[src/rtl/opcode_sequencer.sv]
// Program buffer and in-order issue sequencer for the ALU control stage.
// Opcodes are loaded in IDLE, then replayed one per clock on start.
module opcode_sequencer #(
    parameter int DEPTH = 16,
    parameter int AW    = 4
) (
    input  logic          clk_in,
    input  logic          rst_in,
    input  logic          load_valid_in,
    input  logic [20:0]   load_data_in,
    output logic          load_ready_out,
    input  logic          start_in,
    input  logic          pause_in,
    input  logic          clear_in,
    output logic [20:0]   opcode_out,
    output logic          en_out,
    output logic          busy_out,
    output logic          done_out,
    output logic [AW:0]   count_out
);

    typedef enum logic [1:0] {
        S_IDLE,
        S_RUN,
        S_DONE
    } state_t;

    localparam logic [AW:0] DEPTH_C = (AW+1)'(DEPTH);

    state_t        state, state_nxt;
    logic [AW-1:0] pc, pc_nxt;
    logic [AW:0]   count, count_nxt;
    logic          wr_en;
    logic          can_load;
    logic          last_issue;

    logic [20:0]   mem [DEPTH];

    assign count_out  = count;
    assign can_load   = (state == S_IDLE) && (count < DEPTH_C) && !clear_in;
    // pc is one bit narrower than count; compare at count width
    assign last_issue = ({1'b0, pc} == (count - 1'b1));

    always_comb begin
        state_nxt      = state;
        pc_nxt         = pc;
        count_nxt      = count;
        wr_en          = 1'b0;
        load_ready_out = 1'b0;
        opcode_out     = '0;
        en_out         = 1'b0;
        busy_out       = 1'b0;
        done_out       = 1'b0;

        case (state)
            S_IDLE: begin
                load_ready_out = can_load;
                if (clear_in) begin
                    count_nxt = '0;
                end else begin
                    if (load_valid_in && can_load) begin
                        wr_en     = 1'b1;
                        count_nxt = count + 1'b1;
                    end
                    if (start_in && (count != '0)) begin
                        pc_nxt    = '0;
                        state_nxt = S_RUN;
                    end
                end
            end

            S_RUN: begin
                busy_out = 1'b1;
                en_out   = !pause_in;
                if (!pause_in) begin
                    opcode_out = mem[pc];
                    if (last_issue)
                        state_nxt = S_DONE;
                    else
                        pc_nxt = pc + 1'b1;
                end
            end

            S_DONE: begin
                done_out  = 1'b1;
                state_nxt = S_IDLE;
            end

            default: begin
                state_nxt = S_IDLE;
            end
        endcase
    end

    always_ff @(posedge clk_in) begin
        if (rst_in) begin
            state <= S_IDLE;
            pc    <= '0;
            count <= '0;
        end else begin
            state <= state_nxt;
            pc    <= pc_nxt;
            count <= count_nxt;
        end
    end

    // Storage is not reset; entries at or above count are never read out
    always_ff @(posedge clk_in) begin
        if (wr_en && !rst_in)
            mem[count[AW-1:0]] <= load_data_in;
    end

endmodule
[config.mk]
export PLATFORM = sky130hd
export DESIGN_NAME = opcode_sequencer
export DESIGN_NICKNAME = d
export VERILOG_FILES = /design/src/rtl/opcode_sequencer.sv
export SDC_FILE = /design/constraint.sdc
export NUM_CORES = 1
export LEC_CHECK = 0
export BUFFER_PORTS_ARGS = -buffer_cell sky130_fd_sc_hd__buf_2
export CAP_MARGIN = 20
export CORE_ASPECT_RATIO = 1.1
export CORE_MARGIN = 3
export CORE_UTILIZATION = 45
export DETAILED_ROUTE_END_ITERATION = 10
export PLACE_DENSITY = 0.61
export RECOVER_POWER = 100
export SYNTH_ARGS = -nofsm -noshare
export SYNTH_HDL_FRONTEND = slang
export SYNTH_SLANG_ARGS = --single-unit
[constraint.sdc]
create_clock -name clk_in -period 4.17 [get_ports clk_in]
set_input_delay 0.417 -clock clk_in [delete_from_list [all_inputs] [get_ports clk_in]]
set_output_delay 0.417 -clock clk_in [all_outputs]
set_load 0.1 [all_outputs]
==> results of run 1 <==
==> kinds of logic after synthesis <==
kind of cell,count (synthesis),share of synthesized area (%)
mux,105,17.3
fa+ha+maj,5,0.459
buf+inv,33,1.29
compound gates,20,1.09
flops,351,76.2
simple gates,78,3.03
xor+xnor,7,0.560
==> synth_stat cells (4+ instances only) <==
library cell | n | area [sq um]
and2_1 | 21 | 131
buf_1 | 7 | 26.3
buf_6 | 6 | 67.6
clkbuf_1 | 12 | 45.0
dfxtp_1 | 15 | 300
edfxtp_1 | 336 | 10100
ha_1 | 5 | 62.6
mux4_2 | 105 | 2360
nand2_1 | 11 | 41.3
nand2b_1 | 4 | 25.0
nand3_1 | 4 | 20.0
nor2_1 | 20 | 75.1
nor3_1 | 7 | 35.0
o211ai_1 | 5 | 37.5
==> flip-flops by register name, summed over array words and instances, names as in the netlist, named ones only <==
register   flops
count_out      5
mem          336
pc             4
state          2
==> area by class of cell <==
class                      instances  share of cell area, %
sequential                       351                   66.9
timing repair buffer              77                   3.09
multi-input combinational        215                   19.7
clock inverter                    18                   1.02
inverter                           5                  0.121
tap                              374                   3.01
clock buffer                      45                   6.15
==> worst max path at each step <==
stage,from,end,slack (ns),depth (start not counted)
after floorplan,count_out[4],mem[3][0],0.58,4
after global placement,load_valid_in,mem[11][3],1.22,6
after detailed placement,load_valid_in,mem[11][18],1.16,6
after CTS,flip-flop,opcode_out[5],0.71,5
after global routing,count_out[4],mem[6][8],0.32,5
final,flip-flop,opcode_out[1],0.48,5
==> layer usage <==
metal	wire length (um)	up-vias
met3	1200	41
li1	-	2702
met1	11700	3365
met2	14400	169
met5	0	-
met4	546	0
==> critical path, stage by stage (launching register included) <==
cell      delay [ns]
dfxtp_2         0.75
buf_4           0.38
mux4_2          0.54
mux4_2          0.52
and2_1          0.19
clkbuf_2        0.37
==> per-stage QoR <==
stage | util (%) | cells | worst slack, ns | area [sq um] | hold slack [ns]
floorplan | - | 599 | 0.576 | 13600 | 0.495
global placement | 49.0 | 1022 | 1.22 | 14600 | 0.517
detailed placement | 49.0 | 1022 | 1.16 | 14600 | 0.538
CTS | 52.7 | 1085 | 0.715 | 15700 | 0.205
global route | 52.3 | 1085 | 0.316 | 15500 | 0.224
finish | 52.3 | 1085 | 0.484 | 15500 | 0.218
==> power by group through the flow <==
stage | sequential, mW | clock [mW] | combinational (mW)
global placement | 3.95 | 0 | 0.155
detailed placement | 3.95 | 0 | 0.162
global route | 3.87 | 3.25 | 0.169
floorplan | 3.95 | 0 | 0.0861
CTS | 3.87 | 3.11 | 0.162
finish | 3.88 | 3.04 | 0.154
==> impl_results.md, run 1 <==
* Status: finished with violations
* Failing checks: capacitance limit, slew limit
* Initial drt markers at 579
* Worst Hold Class: input port to flip-flop
* Port-buffer cells at 56
* Most common cell after layout, fill and taps aside: edfxtp_1
* M1 GR Usage at 24.5%
* Final Wtd Congestion at 0.715
* Clock Latency Late Sink at 0.49 ns
* # DRC at 0
* Async SR Flop Fraction at 0%
* CTS root buf: clkbuf_16
* Clock Sinks at 351
* Final #Nets at 718
* Top_reg_cell synth: edfxtp_1
* Die Span Y at 189 um
* Flop pwr share at 54.8%
* Worst r2r src: count_out[4]
* I/O pins at 57
* Most frequent cells in the layout: 336 x edfxtp_1, 105 x mux4_2, 46 x clkbuf_1, 37 x clkbuf_16, 21 x and2_1
* Final hold vios at 0
* Die area at 32,400 sq um
* Final Cycle Share at 88.4%
* Fmax at 271 MHz
* TNS Setup at 0 ns
* Worst hold stages at 2
* CP endpoint kind: output port
* Vias in the first global route at 6,762
* Max_cap viols at 6
* Crit path max fanout at 19
* P per Cell Area at 455 nW/um^2
* Worst reg2reg setup slack at 0.60 ns
* Pin count of the biggest net entering global routing at 85
* FF/Latch Area at 10,400 sq um
* Synthesized instance count at 599
* Maximum clock path buffer count at 3
* First-pass GRT wire length at 42,200 um
* Max-slew violations at 132
* Multi-input logic area at 3070 sq um
* Max VDD drop at 0.290 mV
* P_sw at 1.35 mW
* Routed Antenna Nets at 0
* WP data arrival at 3.27 ns
* M3 GR Usage at 2.77%
* CTS tree: built
* Crit start category: flip-flop
* Syn Area/Cell at 22.8 sq um
* Setup Viol. Count Final at 0
* Post-synth cell types at 42
* Final WL at 27,800 um
* Setup Fix Bufs, Post-CTS at 0
* M2 GR Usage at 29.6%
* Actual slew at the worst max-slew pin at 2.05 ns
* Worst R2R Path Depth at 5
* Seq cells post-synth at 351
* Slew HR at -36.6%
* Gr busiest metal: met2
* Cts repair resizes at 0
* Initial antenna violation count at 0
* Total power at 7.07 mW
* Post-DP HPWL at 15,500 um
* Int Pwr at 5.72 mW
* Minimum clock period at 3.69 ns
* Die Span X at 172 um
* Core box area at 29,700 sq um
* DR vias at 6,277
* Critical path type: flip-flop to output port
* CTS clk-pin slew, worst paths at 0.06 ns
* RSZ-0062 raised after global routing: no
* Ant. Diodes at 0
* Vias per cell at 5.79
* H-tree Lvls at 2
* EDFF count, synth at 336
* Start point of the worst hold path: rst_in
* Syn nets at 631
* Clk network pwr share at 43.0%
* Wire per inst at 25.7 um
* All-Layer GR Usage at 17.7%
* WP data required at 3.75 ns
* CTS buffer count at 36
* Sw Ratio at 19.1%
* Fill count at 2,338
* Gate power share at 2.2%
* Leakage power at 4.77 nW
* Synth warnings at 0
* Final Skew at 0.0127 ns
* Initial Util at 45.9%
* Drt pass-1 iters at 5
* Row cnt at 66
* Share of layout cells above drive strength 1 at 28.3%
* Syn-to-layout area delta at 14.1%
* Seq/Total Area, Yosys at 76.2%
* Hold-fix buffers, CTS at 0
* Overflow after GRT at 0
* Worst R2R End: mem[10][8]
* Synth Cell Area at 13,600 sq um
Power figures use the tool's default switching activity.
==> inputs of run 2 (changes only) <==
Settings changed: CORE_ASPECT_RATIO 1.1 to not set, CTS_BUF_LIST set to sky130_fd_sc_hd__clkbuf_4.
==> run 2 against run 1 <==
  * The run still ends with capacitance limit, slew limit left
  * Clock-buffer cell count grew 87
  * Setup slack lost 0.095 ns
  * Fmax is 2.5% lower
  * Final cell count is 11% higher
  * First-iteration DRC count is 11% higher
  * Clock skew grew 0.022 ns
  * Critical path depth stayed put
==> impl_results.md, run 2 (synthesis gave the netlist of run 1 again) <==
* Most frequent cells in the layout: 336 x edfxtp_1, 132 x clkbuf_4, 105 x mux4_2, 38 x clkbuf_1, 23 x clkbuf_2 (was 336 x edfxtp_1, 105 x mux4_2, 46 x clkbuf_1, 37 x clkbuf_16, 21 x and2_1)
* Post-DP HPWL at 15,400 um (was 15,500 um)
* Overflow after GRT at 0 (unchanged)
* Final Skew at 0.0345 ns (was 0.0127 ns)
* Met1 Wirelength at 12,500 um (was 11,700 um)
* Clock Sinks at 351 (unchanged)
* Syn-to-layout area delta at 14.4% (was 14.1%)
* Failing checks: capacitance limit, slew limit (unchanged)
* Maximum clock path buffer count at 3 (unchanged)
* Final hold vios at 0 (unchanged)
* Worst R2R End: mem[13][7] (was mem[10][8])
* CP endpoint kind: output port (unchanged)
* Pin count of the biggest net entering global routing at 48 (was 85)
* Die Span X at 180 um (was 172 um)
* Post-Route Utilization at 52.5% (was 52.3%)
* Crit path max fanout at 23 (was 19)
* RSZ-0062 raised after global routing: no (unchanged)
* Start point of the worst hold path: start_in (was rst_in)
* Worst r2r src: count_out[4] (unchanged)
* Final #Nets at 777 (was 718)
* Met2 wire len at 14,600 um (was 14,400 um)
* Worst hold stages at 3 (was 2)
* Fmax at 264 MHz (was 271 MHz)
* Routed Antenna Nets at 0 (unchanged)
* Initial antenna violation count at 3 (was 0)
* Setup Viol. Count Final at 0 (unchanged)
* Clock Latency Late Sink at 0.70 ns (was 0.49 ns)
* I/O pins at 57 (unchanged)
* H-tree Lvls at 3 (was 2)
* Setup WS post-layout at 0.389 ns (was 0.484 ns)
* Hold EP: state[0]
* Row cnt at 63 (was 66)
* WP data arrival at 3.36 ns (was 3.27 ns)
* Max reg flops at 336 (unchanged)
* Met3 WL post-DR at 1930 um (was 1200 um)
* Die area at 32,400 sq um (about the same)
* Setup Fix Bufs, Post-CTS at 0 (unchanged)
* Actual slew at the worst max-slew pin at 1.95 ns (was 2.05 ns)
* CTS tree: built (unchanged)
* Initial drt markers at 643 (was 579)
* Final Cycle Share at 90.7% (was 88.4%)
* DR vias at 6,723 (was 6,277)
* Worst R2R Path Depth at 5 (unchanged)
* Worst Hold Class: input port to flip-flop (unchanged)
* P per Cell Area at 446 nW/um^2 (was 455 nW/um^2)
* TNS Setup at 0 ns (unchanged)
* Placed cells at 1,041 (was 1,022)
* Dpl ws at 1.11 ns (was 1.16 ns)
* Total power at 6.95 mW (was 7.07 mW)
* Max-slew violations at 88 (was 132)
* Core box area at 29,700 sq um (about the same)
* Final Wtd Congestion at 0.762 (was 0.715)
* Die Span Y at 180 um (was 189 um)
* CTS root buf: clkbuf_4 (was clkbuf_16)
* Wire per inst at 24.6 um (was 25.7 um)
* CTS buffer count at 90 (was 36)
* # DRC at 0 (unchanged)
* Vias in the first global route at 7,282 (was 6,762)
* Vias per cell at 5.61 (was 5.79)
* WP data required at 3.75 ns (about the same)
* Max VDD drop at 0.209 mV (was 0.290 mV)
* Drt pass-1 iters at 4 (was 5)
* Minimum clock period at 3.78 ns (was 3.69 ns)
* Leakage power at 4.96 nW (was 4.77 nW)
* Worst reg2reg setup slack at 0.50 ns (was 0.60 ns)
* Most common cell after layout, fill and taps aside: edfxtp_1 (unchanged)
* CTS clk-pin slew, worst paths at 0.06 ns (about the same)
* Critical path type: flip-flop to output port (unchanged)
* Finished Layout Cells at 1,199 (was 1,085)
* Final WL at 29,500 um (was 27,800 um)
* All-Layer GR Usage at 18.8% (was 17.7%)
* Port-buffer cells at 56 (unchanged)
* First-pass GRT wire length at 45,400 um (was 42,200 um)
* Share of layout cells above drive strength 1 at 36.8% (was 28.3%)
* Hold-fix buffers, CTS at 1 (was 0)
* Status: finished with violations (unchanged)
* Cts repair resizes at 0 (unchanged)
* Initial Util at 45.9% (about the same)
* Crit start category: flip-flop (unchanged)
* Max layer used: met5 (was met4)
* Max_cap viols at 4 (was 6)
* Slew HR at -29.8% (was -36.6%)
run 2: cell types whose count changed in the layout (fill, tap and decap cells not counted), sizes merged:
cell          before  now
clkbuf            92  193
buf               30   17
clkinv            14   18
dlymetal6s4s       0    3
diode              0    2
dlygate4sd3        0    1
run 2: report_power, final:
part | leakage (nW) | internal (mW) | switching, mW | total [mW]
clock network | 0.690 | 1.63 | 1.29 | 2.92
logic | 1.12 | 0.0476 | 0.108 | 0.156
registers | 3.15 | 3.87 | 0.00681 | 3.87
total | 4.96 | 5.54 | 1.40 | 6.95
run 2: worst max-delay path by stage:
| stage | from | to | slack (ns) | depth (start not counted) |
|---|---|---|---|---|
| floorplan | count_out[4] | mem[3][0] | 0.58 | 4 |
| global placement | flip-flop | opcode_out[4] | 1.13 | 5 |
| detailed placement | flip-flop | opcode_out[4] | 1.11 | 5 |
| CTS | flip-flop | opcode_out[4] | 0.34 | 5 |
| global route | flip-flop | opcode_out[4] | 0.14 | 5 |
| finish | flip-flop | opcode_out[4] | 0.39 | 5 |
run 2: critical path: stages (launching register included):
cell and delay [ns]:
dfxtp_4 0.66, buf_4 0.36, mux4_2 0.57, mux4_2 0.48
and2_1 0.20, clkbuf_2 0.38
run 2: final cells by class:
| class | count | area (sq um) |
|---|---|---|
| fill | 2358 | 14100 |
| sequential | 351 | 10400 |
| multi-input combinational | 215 | 3080 |
| clock buffer | 132 | 991 |
| tap | 390 | 488 |
| timing repair buffer | 82 | 445 |
| clock inverter | 22 | 171 |
| inverter | 5 | 18.8 |
| antenna | 2 | 5.00 |
run 2: stage by stage:
stage	cell area, sq um	hold WS [ns]
floorplan	13600	0.495
global placement	14600	0.523
detailed placement	14600	0.523
CTS	15700	0.0223
global route	15600	0.0486
finish	15600	0.0788
run 2: routing by layer:
metal	vias to the layer above	global-route usage [%]
li1	2886	-
met1	3546	26.7
met2	239	29.2
met3	50	4.02
met4	2	7.00
met5	-	0
